### config.mk
export PLATFORM = sky130hd
export DESIGN_NAME = toggle_handshake_rx_flat
export DESIGN_NICKNAME = d
export VERILOG_FILES = /design/src/rtl/toggle_handshake_rx_pkg.sv /design/src/rtl/toggle_handshake_rx_if.sv /design/src/rtl/toggle_sync.sv /design/src/rtl/toggle_handshake_rx.sv /design/src/flat_wrapper.sv
export SDC_FILE = /design/constraint.sdc
export NUM_CORES = 1
export LEC_CHECK = 0
export ABC_AREA = 0
export BUFFER_PORTS_ARGS = -buffer_cell sky130_fd_sc_hd__buf_2
export CORE_MARGIN = 3
export CORE_UTILIZATION = 45
export DETAILED_ROUTE_END_ITERATION = 10
export HOLD_SLACK_MARGIN = 0.03
export MAX_ROUTING_LAYER = met4
export PLACE_DENSITY = 0.73
export SETUP_SLACK_MARGIN = 0.15
export SYNTH_ARGS = -nofsm -noshare
export SYNTH_HDL_FRONTEND = slang
export SYNTH_SLANG_ARGS = --single-unit
export TNS_END_PERCENT = 50
### constraint.sdc
create_clock -name CLK -period 1.9 [get_ports CLK]
set_clock_uncertainty 0.05 [all_clocks]
set_input_delay 0.285 -clock CLK [delete_from_list [all_inputs] [get_ports CLK]]
set_output_delay 0.285 -clock CLK [all_outputs]
set_load 0.02 [all_outputs]
### src/rtl/toggle_handshake_rx_pkg.sv
// Shared types and defaults for the toggle-handshake receiver.
// State encoding plus default parameter values.
package toggle_handshake_rx_pkg;

  typedef enum logic {
    IDLE = 1'b0,
    FULL = 1'b1
  } state_e;

  localparam int DEF_WIDTH       = 8;
  localparam int DEF_SYNC_STAGES = 2;
  localparam int DEF_CNT_WIDTH   = 8;

endpackage

### src/rtl/toggle_handshake_rx_if.sv
// Toggle request link plus downstream valid/ready bundle.
// master: sender/consumer side; slave: the receiver block.
interface toggle_handshake_rx_if
  import toggle_handshake_rx_pkg::*;
#(
  parameter int WIDTH = DEF_WIDTH
);
  logic             REQ;
  logic [WIDTH-1:0] DATA;
  logic             ACK;
  logic             OUT_VALID;
  logic [WIDTH-1:0] OUT_DATA;
  logic             OUT_READY;

  modport master (
    output REQ,
    output DATA,
    output OUT_READY,
    input  ACK,
    input  OUT_VALID,
    input  OUT_DATA
  );

  modport slave (
    input  REQ,
    input  DATA,
    input  OUT_READY,
    output ACK,
    output OUT_VALID,
    output OUT_DATA
  );
endinterface

### src/rtl/toggle_sync.sv
// Multi-flop level synchroniser with async active-low reset.
// Ports: CLK, RST (active-low), D (async level in), Q (synced out).
module toggle_sync
  import toggle_handshake_rx_pkg::*;
#(
  parameter int STAGES = DEF_SYNC_STAGES
) (
  input  logic CLK,
  input  logic RST,
  input  logic D,
  output logic Q
);

  logic [STAGES-1:0] sr;

  always_ff @(posedge CLK or negedge RST) begin
    if (!RST) begin
      sr <= '0;
    end else begin
      sr <= {sr[STAGES-2:0], D};
    end
  end

  assign Q = sr[STAGES-1];

endmodule

### src/rtl/toggle_handshake_rx.sv
// Receive side of a two-phase toggle link: sync REQ, capture DATA,
// hand off via valid/ready, return toggle ACK. Ports: CLK, RST, bus, COUNT, ERR.
module toggle_handshake_rx
  import toggle_handshake_rx_pkg::*;
#(
  parameter int WIDTH       = DEF_WIDTH,
  parameter int SYNC_STAGES = DEF_SYNC_STAGES,
  parameter int CNT_WIDTH   = DEF_CNT_WIDTH
) (
  input  logic                 CLK,
  input  logic                 RST,
  toggle_handshake_rx_if.slave bus,
  output logic [CNT_WIDTH-1:0] COUNT,
  output logic                 ERR
);

  state_e               state, state_n;
  logic                 req_s;
  logic                 req_seen, req_seen_n;
  logic                 valid, valid_n;
  logic [WIDTH-1:0]     data, data_n;
  logic                 ack, ack_n;
  logic [CNT_WIDTH-1:0] cnt, cnt_n;
  logic                 err, err_n;
  logic                 toggle_det;

  toggle_sync #(
    .STAGES (SYNC_STAGES)
  ) u_sync (
    .CLK (CLK),
    .RST (RST),
    .D   (bus.REQ),
    .Q   (req_s)
  );

  assign toggle_det = req_s ^ req_seen;

  always_ff @(posedge CLK or negedge RST) begin
    if (!RST) begin
      state    <= IDLE;
      req_seen <= 1'b0;
      valid    <= 1'b0;
      data     <= '0;
      ack      <= 1'b0;
      cnt      <= '0;
      err      <= 1'b0;
    end else begin
      state    <= state_n;
      req_seen <= req_seen_n;
      valid    <= valid_n;
      data     <= data_n;
      ack      <= ack_n;
      cnt      <= cnt_n;
      err      <= err_n;
    end
  end

  always_comb begin
    state_n    = state;
    req_seen_n = req_seen;
    valid_n    = valid;
    data_n     = data;
    ack_n      = ack;
    cnt_n      = cnt;
    err_n      = err;
    unique case (state)
      IDLE: begin
        if (toggle_det && !valid) begin
          data_n     = bus.DATA;
          valid_n    = 1'b1;
          req_seen_n = req_s;
          state_n    = FULL;
        end
      end
      FULL: begin
        // Sender toggled again before ACK; req_seen is left
        // alone so the new level is picked up once IDLE.
        if (toggle_det) begin
          err_n = 1'b1;
        end
        if (valid && bus.OUT_READY) begin
          valid_n = 1'b0;
          ack_n   = ~ack;
          cnt_n   = cnt + CNT_WIDTH'(1);
          state_n = IDLE;
        end
      end
    endcase
  end

  assign bus.ACK       = ack;
  assign bus.OUT_VALID = valid;
  assign bus.OUT_DATA  = data;
  assign COUNT         = cnt;
  assign ERR           = err;

endmodule

### src/flat_wrapper.sv
// flat-port wrapper written by rule: the top's interface ports become plain ports
module toggle_handshake_rx_flat import toggle_handshake_rx_pkg::*;
#(
  parameter int WIDTH       = DEF_WIDTH,
  parameter int SYNC_STAGES = DEF_SYNC_STAGES,
  parameter int CNT_WIDTH   = DEF_CNT_WIDTH
)
  (CLK, RST, COUNT, ERR, bus_REQ, bus_DATA, bus_OUT_READY, bus_ACK, bus_OUT_VALID, bus_OUT_DATA);
  toggle_handshake_rx_if #(.WIDTH(WIDTH)) bus_i ();
  input  logic CLK;
  input  logic RST;
  output logic [CNT_WIDTH-1:0] COUNT;
  output logic ERR;
  input wire logic [$bits(bus_i.REQ)-1:0] bus_REQ;
  input wire logic [$bits(bus_i.DATA)-1:0] bus_DATA;
  input wire logic [$bits(bus_i.OUT_READY)-1:0] bus_OUT_READY;
  output wire logic [$bits(bus_i.ACK)-1:0] bus_ACK;
  output wire logic [$bits(bus_i.OUT_VALID)-1:0] bus_OUT_VALID;
  output wire logic [$bits(bus_i.OUT_DATA)-1:0] bus_OUT_DATA;
  assign bus_i.REQ = bus_REQ;
  assign bus_i.DATA = bus_DATA;
  assign bus_i.OUT_READY = bus_OUT_READY;
  assign bus_ACK = bus_i.ACK;
  assign bus_OUT_VALID = bus_i.OUT_VALID;
  assign bus_OUT_DATA = bus_i.OUT_DATA;
  toggle_handshake_rx #(.WIDTH(WIDTH), .SYNC_STAGES(SYNC_STAGES), .CNT_WIDTH(CNT_WIDTH)) u_core (.CLK(CLK), .RST(RST), .bus(bus_i), .COUNT(COUNT), .ERR(ERR));
endmodule
=== Yosys cells after proc, flatten, opt, wreduce, memory -nomap -nowiden ===
Index checks and enable logic that the tools add are counted.

* Equal/unequal tests: 2
* Reduce and logical (&&, ||, !) cells: 7
* $add $sub $neg: 1
* Muxes and demuxes: 6
* Bitwise operators: 3

{| class="wikitable"
|+ Operators with widths
! cell !! count
|-
| 8-bit by 1-bit adder with 8-bit output, second input constant || 1
|-
| 2-bit AND reduction || 4
|-
| 1-bit 2-to-1 mux || 4
|-
| 1-bit one-hot mux with 2 select lines || 2
|-
| 1-bit logical AND || 2
|-
| 2-bit by 1-bit inequality test with 1-bit output, second input constant || 1
|-
| 2-bit inequality test, second input constant || 1
|-
| 1-bit inverter || 2
|-
| 1-bit zero test || 1
|-
| 1-bit bitwise XOR || 1
|}

* Logic and storage cells: 27
* Bits in registers: 23
* Output and inout bits: 19
* Input bits: 12

=== Depth between registers and ports, before layout ===
Gate-level depths: netlist of run 1.

* Depth in word-level cells: 4
* Gate-level depth with buffers: 3
* Mapped depth without buffers: 3

=== Cells and area by module ===
Synthesis of run 1 repeated with hierarchy kept, for this count alone.

* Cells, all modules: 61
* Area, all modules: 892.1 um^2

{| class="wikitable"
|+ Modules (own cells, without submodules)
! module !! times used !! area an instance (um^2) !! cells each !! seq. area each (um^2)
|-
| toggle_handshake_rx || 1 || 842.1 || 59 || 525.5
|-
| toggle_sync || 1 || 50.0 || 2 || 50.0
|}

=== Least setup slack after synthesis of run 1 ===
No wires, ideal clock.

* Kind: reg2reg
* Start: register u_core.valid (netlist: u_core.bus.OUT_VALID)
* End: register u_core.data[0] (netlist: u_core.bus.OUT_DATA[0])
* Cell stages (with the launch flop): 3
* Path buffers: 0
* Period minus slack after synthesis: 1.438 ns
* Slack: 0.462 ns
* Data required time: 1.725 ns
* Arrival time: 1.263 ns
* Cells stage by stage: dfrtp_1 nor3_4 mux2_2

* Cells in the longest elaborated chain, start to end: 3

{| class="wikitable"
|+ RTL lines
! element !! RTL line !! RTL
|-
| start, declared || toggle_handshake_rx.sv:20 || <nowiki>logic valid, valid_n;</nowiki>
|-
| start signal, assigned || toggle_handshake_rx.sv:50 || <nowiki>valid <= valid_n;</nowiki>
|-
| 1-bit zero test || toggle_handshake_rx.sv:68 || <nowiki>if (toggle_det && !valid) begin</nowiki>
|-
| 1-bit logical AND || toggle_handshake_rx.sv:68 ||
|-
| 2-bit AND reduction (no source line) || n/a ||
|-
| end signal, assigned || toggle_handshake_rx.sv:51 || <nowiki>data <= data_n;</nowiki>
|-
| end, declared || toggle_handshake_rx.sv:21 || <nowiki>logic [WIDTH-1:0] data, data_n;</nowiki>
|}

Every way passes these cells.
A chain may end at the register's enable or synchronous reset.

=== Final worst setup path of run 1 ===
* Start: register u_core.req_seen
* End: register u_core.data[2] (netlist: u_core.bus.OUT_DATA[2])

* Cells in the longest elaborated chain, start to end: 3

{| class="wikitable"
|+ RTL lines
! element !! RTL line !! RTL
|-
| start, declared || toggle_handshake_rx.sv:19 || <nowiki>logic req_seen, req_seen_n;</nowiki>
|-
| start signal, assigned || toggle_handshake_rx.sv:49 || <nowiki>req_seen <= req_seen_n;</nowiki>
|-
| 1-bit bitwise XOR || toggle_handshake_rx.sv:36 || <nowiki>assign toggle_det = req_s ^ req_seen;</nowiki>
|-
| 1-bit logical AND || toggle_handshake_rx.sv:68 ||
|-
| 2-bit AND reduction (no source line) || n/a ||
|}

Every way passes these cells.

==> impl_metrics.py, run 1 <==
metrics = {
    "run_status": {
        "run_status": "finished clean",
    },
    "place": {
        "post-dp-hpwl_um": 1189,
        "place.port_buffers": 30,
        "placed_area_sq_um": 1077,
        "place.gp.congestion": 0.8039,
    },
    "global_route": {
        "grt_max_degree": 24,
        "grt_remaining_overflow": 0,
        "initial_antenna_violation_count": 0,
        "wire_length_of_the_first_global_routing_pass_um": 2953,
        "total_track_usage_pct": 15.90,
        "grt_pass1_vias": 606,
    },
    "setup_path": {
        "worst_r2r_path_depth": 3,
        "worst_setup_path_type": "reg2reg",
        "crit_path_max_fanout": 10,
        "required_time_of_the_critical_path_ps": 2050,
        "cp.arrival_ps": 1670,
        "end_kind": "register",
        "setup.worst_path.start_class": "register",
    },
    "hold_path": {
        "hold_path_class": "in2reg",
        "hold_path_depth": 2,
    },
    "power": {
        "power_spent_charging_and_discharging_nets_w": 0.0001582,
        "power_frac_clock_pct": 29.9,
        "p_int_w": 0.0005814,
        "leakage_nw": 0.6375,
        "power_density_nw_per_um2": 657.6,
        "swShare_pct": 21.39,
        "power.total_w": 0.0007396,
        "worst_ir_drop_vdd_uv": 436.1,
        "pwr-share-comb_pct": 3.5,
        "seq_power_share_pct": 66.6,
    },
    "yosys": {
        "synth.area.mux_share_pct": 11.31,
        "synth.avg_cell_area_sq_um": 14.00,
        "synth_nets": 77,
        "syn-instance-count": 64,
        "post-synth-top-area-cell": "sky130_fd_sc_hd__dfrtp_1",
        "post_synth_xor_xnor_area_pct": 8.799,
        "synth.cell_area_sq_um": 895.9,
        "synth_sequential_area_ratio_pct": 64.25,
        "synth-compound-area-share_pct": 2.374,
        "synth_simple_gate_area_share_pct": 11.45,
        "synthAdderAreaFrac_pct": 1.397,
        "synth.ff_latch_count": 23,
        "synth_top_family_by_area": "simple AND/OR/NAND/NOR gates",
        "cell_types_occupying_the_most_area_after_synthesis": "sky130_fd_sc_hd__dfrtp_1, sky130_fd_sc_hd__mux2_2, sky130_fd_sc_hd__xnor2_1, sky130_fd_sc_hd__nand2_1, sky130_fd_sc_hd__xor2_1",
        "yosysUniqueCellTypes": 17,
        "ys_warn_count": 0,
        "yosys.area.top_type_share_pct": 64.25,
    },
    "finish": {
        "layout_commonest_cell": "sky130_fd_sc_hd__buf_2",
        "final_net_count": 114,
        "number_of_fill_cells_in_the_layout": 158,
        "layout.cell_area.non_filler_sq_um": 1125,
        "n_antenna_cell": 0,
        "most-common-layout-cells": "sky130_fd_sc_hd__buf_2, sky130_fd_sc_hd__dfrtp_1, sky130_fd_sc_hd__mux2_2, sky130_fd_sc_hd__nand2_1, sky130_fd_sc_hd__xnor2_1",
        "drive_gt1_share_pct": 46.00,
        "syn2layout_area_growth_pct": 25.56,
    },
    "clocking": {
        "clock_sink_count": 23,
        "cts.clk_slew.worst_paths_ps": 120,
        "cts.path.max_buffers": 2,
        "cts.htree.levels": 1,
        "tritoncts": "yes",
        "cts_hold_buffers": 2,
        "ctsResizeCount": 0,
        "cts.repair_timing.setup_buffer_count": 0,
        "cts_root_buffer": "sky130_fd_sc_hd__clkbuf_4",
        "numCtsBuffers": 3,
        "clkLatencyLatePin_ps": 300,
    },
    "timing": {
        "final_setup_tns_ps": 0,
        "transition_time_at_the_pin_with_the_least_slew_margin_ps": 511.0,
        "hold_viol": 0,
        "slew_headroom_pct": 65.93,
        "post-route-period-util_pct": 79.69,
        "rsz0062_at_grt": "false",
        "finalMaxSlewViolations": 0,
        "achievable-frequency_mhz": 660.4,
        "setup_viol_count_final": 0,
        "timing.final.crit_period_ps": 1514,
    },
    "detailed_routing": {
        "drt_pass1_iterations": 4,
        "routed_via_density": 4.880,
        "wl_um": 1614,
        "ant_nets": 0,
        "drt-initial-drc-count": 8,
        "detailroute.via_count": 610,
        "post_drt_wl_per_cell_um": 12.91,
        "drcViolationCount": 0,
    },
    "flow_run": {
        "timing.max_cap.violations": 0,
    },
    "die": {
        "die_w_um": 50.62,
        "dieHeight_um": 50.62,
        "core_region_area_sq_um": 1802,
        "num_io_pins": 31,
        "initial_core_util_pct": 49.72,
        "number_of_core_rows": 15,
        "dieArea_sq_um": 2562,
    },
}
[cell usage after synthesis (all sizes together)]
master   n
o21bai   1
dfrtp   23
ha       1
xor2     3
nor3     3
and3     2
o21ai    1
nor2     1
nand3    2
nand2    7
inv      1
mux2     9
nand4    3
a21o     1
xnor2    6
[power by group through the flow]
stage | registers (W) | clock network [W] | logic (W)
floorplan | 0.000502 | 0 | 0.00000203
global placement | 0.000502 | 0 | 0.0000223
detailed placement | 0.000502 | 0 | 0.0000232
CTS | 0.000492 | 0.000231 | 0.0000265
global route | 0.000493 | 0.000255 | 0.0000297
finish | 0.000492 | 0.000221 | 0.0000258
[layout make-up]
type                    instances  area (sq um)  area share [%]
multi-input cells              40         316.6           28.14
clock inverters                 1         5.005          0.4449
repair buffers                 32         170.2           15.13
well taps                      25         31.28           2.781
inverters                       1         3.754          0.3337
clock buffers                   3         22.52           2.002
flip-flops and latches         23         575.6           51.17
[state kept, by name, summed over array words and instances (netlist names)]
| name | flops |
|---|---|
| u_core.COUNT | 8 |
| u_core.bus.OUT_DATA | 8 |
| u_core.u_sync.sr | 2 |
| u_core.ERR | 1 |
| u_core.bus.ACK | 1 |
| u_core.bus.OUT_VALID | 1 |
| u_core.req_seen | 1 |
| u_core.state | 1 |
[routing by layer]
layer	GRT usage [%]	part of all wire, %	routed length, um	up-vias
met1	20.78	44	711	290
met3	3.561	6.3	102	2
li1	-	-	-	294
met4	6.726	0.81	13	0
met2	23.91	49	787	24
met5	-	0	0	-
[worst paths after layout]
| path | end | startpoint | slack [ps] |
|---|---|---|---|
| setup / recovery | u_core.bus.OUT_DATA[2] | u_core.req_seen | 390 |
| hold / removal | u_core.bus.OUT_DATA[6] | bus_DATA[6] | 150 |
| setup reg to reg | u_core.bus.OUT_DATA[2] | u_core.req_seen | 390 |
| hold reg to reg | u_core.u_sync.sr[1] | u_core.u_sync.sr[0] | 320 |
| max in group asynchronous | u_core.COUNT[1] | RST | 1040 |
| min in group asynchronous | u_core.state | RST | 420 |
[metrics by stage]
stage                     hold slack (ps)  cells  setup WS, ps  utilization, %
final                               152.0    125         385.8           62.43
after global routing                133.6    125         270.4           62.43
after CTS                           143.6    125         362.7           62.43
after detailed placement            234.5    119         371.7           59.79
after global placement              229.8    119         402.9           59.79
after floorplan                    -60.59     64         462.0               -
[worst max-delay path, cell delays in order, from the launching register on]
cell and delay (ps):
sky130_fd_sc_hd__dfrtp_1 410, sky130_fd_sc_hd__xnor2_1 190, sky130_fd_sc_hd__nor3_4 380, sky130_fd_sc_hd__mux2_2 390
[logic make-up after synthesis]
kind of cell               count (synthesis)
and+or+nand+nor                           18
AOI/OAI and AO/OA                          3
adders and majority gates                  1
DFF                                       23
muxes                                      9
buffers and inverters                      1
xor gates and xnor gates                   9
Note: power is estimated with default switching activity, not from simulation.
==> run 2, diff against run 1 <==
--- a/config.mk
+++ b/config.mk
@@ -8,7 +8,7 @@
 export ABC_AREA = 0
 export BUFFER_PORTS_ARGS = -buffer_cell sky130_fd_sc_hd__buf_2
 export CORE_MARGIN = 3
-export CORE_UTILIZATION = 45
+export CORE_UTILIZATION = 43
 export DETAILED_ROUTE_END_ITERATION = 10
 export HOLD_SLACK_MARGIN = 0.03
 export MAX_ROUTING_LAYER = met4
==> constraint.sdc (replaced) <==
create_clock -name CLK -period 1.3 [get_ports CLK]
set_clock_uncertainty 0.05 [all_clocks]
set_input_delay 0.195 -clock CLK [delete_from_list [all_inputs] [get_ports CLK]]
set_output_delay 0.195 -clock CLK [all_outputs]
set_load 0.02 [all_outputs]
==> impl_metrics.py, run 2 (same netlist as run 1, synthesis figures left out) <==
metrics = {
    "setup_path": {
        "end_kind": "register",
        "required_time_of_the_critical_path_ps": 1460,
        "cells_along_the_critical_path": "xnor2_2 > nor3_4 > buf_6 > mux2_2",
        "cell_type_of_the_slowest_stage_on_the_worst_timing_path": "sky130_fd_sc_hd__dfrtp_1",
        "worst_r2r_path_depth": 4,
        "crit_path_max_fanout": 7,
        "path_delay_family": "flip-flops",
        "timing.critical_path.buf_inv": 1,
        "cp.arrival_ps": 1570,
        "worst_setup_path_type": "reg2reg",
        "slowest_stage_delay_cp_ps": 440,
        "crit_cells": 4,
        "setup.worst_path.start_class": "register",
    },
    "clocking": {
        "clock_sink_count": 23,
        "cts_root_buffer": "sky130_fd_sc_hd__clkbuf_4",
        "cts.path.max_buffers": 2,
        "tritoncts": "yes",
        "cts.clk_slew.worst_paths_ps": 120,
        "cts.htree.levels": 1,
        "numCtsBuffers": 3,
        "clkLatencyLatePin_ps": 310,
    },
    "timing": {
        "setup_viol_count_final": 9,
        "rsz0062_at_grt": "true",
        "achievable-frequency_mhz": 706.6,
        "transition_time_at_the_pin_with_the_least_slew_margin_ps": 499.9,
        "slew_headroom_pct": 66.67,
        "finalMaxSlewViolations": 0,
        "timing.final.crit_period_ps": 1415,
        "post-route-period-util_pct": 108.9,
        "hold_viol": 0,
        "worst_slack_ps": -115.3,
    },
    "place": {
        "place_worst_setup_slack_ps": -92.34,
        "place.gp.congestion": 0.6772,
        "place_inst": 125,
        "post-dp-hpwl_um": 1257,
        "placed_area_sq_um": 1124,
        "place.port_buffers": 30,
    },
    "run_status": {
        "failing_checks": "setup timing",
        "run_status": "finished, violations left",
    },
    "finish": {
        "finalNonFillerCells": 137,
        "n_antenna_cell": 0,
        "most-common-layout-cells": "sky130_fd_sc_hd__buf_2, sky130_fd_sc_hd__buf_6, sky130_fd_sc_hd__dfrtp_1, sky130_fd_sc_hd__mux2_2, sky130_fd_sc_hd__buf_4",
        "number_of_fill_cells_in_the_layout": 131,
        "final_net_count": 126,
        "layout.cell_area.non_filler_sq_um": 1408,
        "drive_gt1_share_pct": 65.18,
        "syn2layout_area_growth_pct": 57.12,
    },
    "global_route": {
        "grt_pass1_vias": 672,
        "wire_length_of_the_first_global_routing_pass_um": 2780,
        "grt_max_degree": 24,
        "grt_remaining_overflow": 0,
        "initial_antenna_violation_count": 0,
        "total_track_usage_pct": 14.81,
    },
    "die": {
        "initial_core_util_pct": 48.71,
        "number_of_core_rows": 15,
        "dieArea_sq_um": 2667,
        "dieHeight_um": 51.65,
        "core_region_area_sq_um": 1839,
        "die_w_um": 51.65,
        "num_io_pins": 31,
    },
    "power": {
        "leakage_nw": 0.7585,
        "power_density_nw_per_um2": 774.1,
        "worst_ir_drop_vdd_uv": 767.0,
    },
    "detailed_routing": {
        "post_drt_wl_per_cell_um": 14.03,
        "ant_nets": 0,
        "drt-initial-drc-count": 2,
        "detailroute.via_count": 676,
        "drt_pass1_iterations": 2,
        "wl_um": 1922,
        "routed_via_density": 4.934,
        "drcViolationCount": 0,
    },
    "hold_path": {
        "hold_path_depth": 2,
        "hold_path_class": "in2reg",
    },
    "flow_run": {
        "timing.max_cap.violations": 0,
    },
}
-- run 2: cell count changes in the layout (fill, tap and decap cells not counted), sizes merged --
cell,delta
buf,+12
-- run 2: final cells by class --
class / instances / area [sq um] / share of cell area [%]
well taps: 25 / 31.28 / 2.222
flip-flops and latches: 23 / 583.1 / 41.42
repair buffers: 44 / 369.1 / 26.22
inverters: 1 / 3.754 / 0.2667
multi-input cells: 40 / 392.9 / 27.91
clock inverters: 1 / 5.005 / 0.3556
clock buffers: 3 / 22.52 / 1.600
-- run 2: final timing paths --
kind                                          start                     end  slack, ps
worst max-delay path                u_core.req_seen  u_core.bus.OUT_DATA[2]       -120
worst min-delay path                    bus_DATA[7]  u_core.bus.OUT_DATA[7]         60
worst max register to register      u_core.req_seen  u_core.bus.OUT_DATA[2]       -120
worst min register to register  u_core.u_sync.sr[0]     u_core.u_sync.sr[1]        320
max in group asynchronous                       RST         u_core.COUNT[4]        520
min in group asynchronous                       RST         u_core.COUNT[3]        310
-- run 2: what timing repair did --
item	CTS	global route
hold endpoints to repair	24	0
hold buffers	2	0
buffers inserted	2	4
pin swaps	2	10
gates resized for setup	11	38
endpoints found under the setup margin	23	31
-- run 2: per-stage QoR --
| step | utilization [%] | TNS [ps] | hold slack, ps | total power [W] |
|---|---|---|---|---|
| 2_1_floorplan | - | -948.4 | -150.6 | 0.0007363 |
| 3_3_place_gp | 61.09 | -348.4 | 139.0 | 0.0007682 |
| 3_5_place_dp | 61.09 | -562.7 | 141.6 | 0.0007696 |
| 4_1_cts | 66.87 | -640.8 | 55.23 | 0.001096 |
| 5_1_grt | 76.53 | -1344 | 45.95 | 0.001130 |
| 6_report | 76.53 | -941.0 | 57.81 | 0.001090 |
-- run 2: power breakdown --
group / internal (W) / switching (W) / total (W) / leakage, nW
clock network: 0.000115 / 0.000213 / 0.000328 / 0.0177
logic: 0.0000195 / 0.0000219 / 0.0000413 / 0.444
registers: 0.000718 / 0.00000220 / 0.000720 / 0.296
-- run 2: per-layer routing --
metal  track usage [%]  share of wire (%)
met1             15.64                 41
met4             6.550                1.5
met3             5.158                5.2
met2             25.00                 52
met5                 -                  0
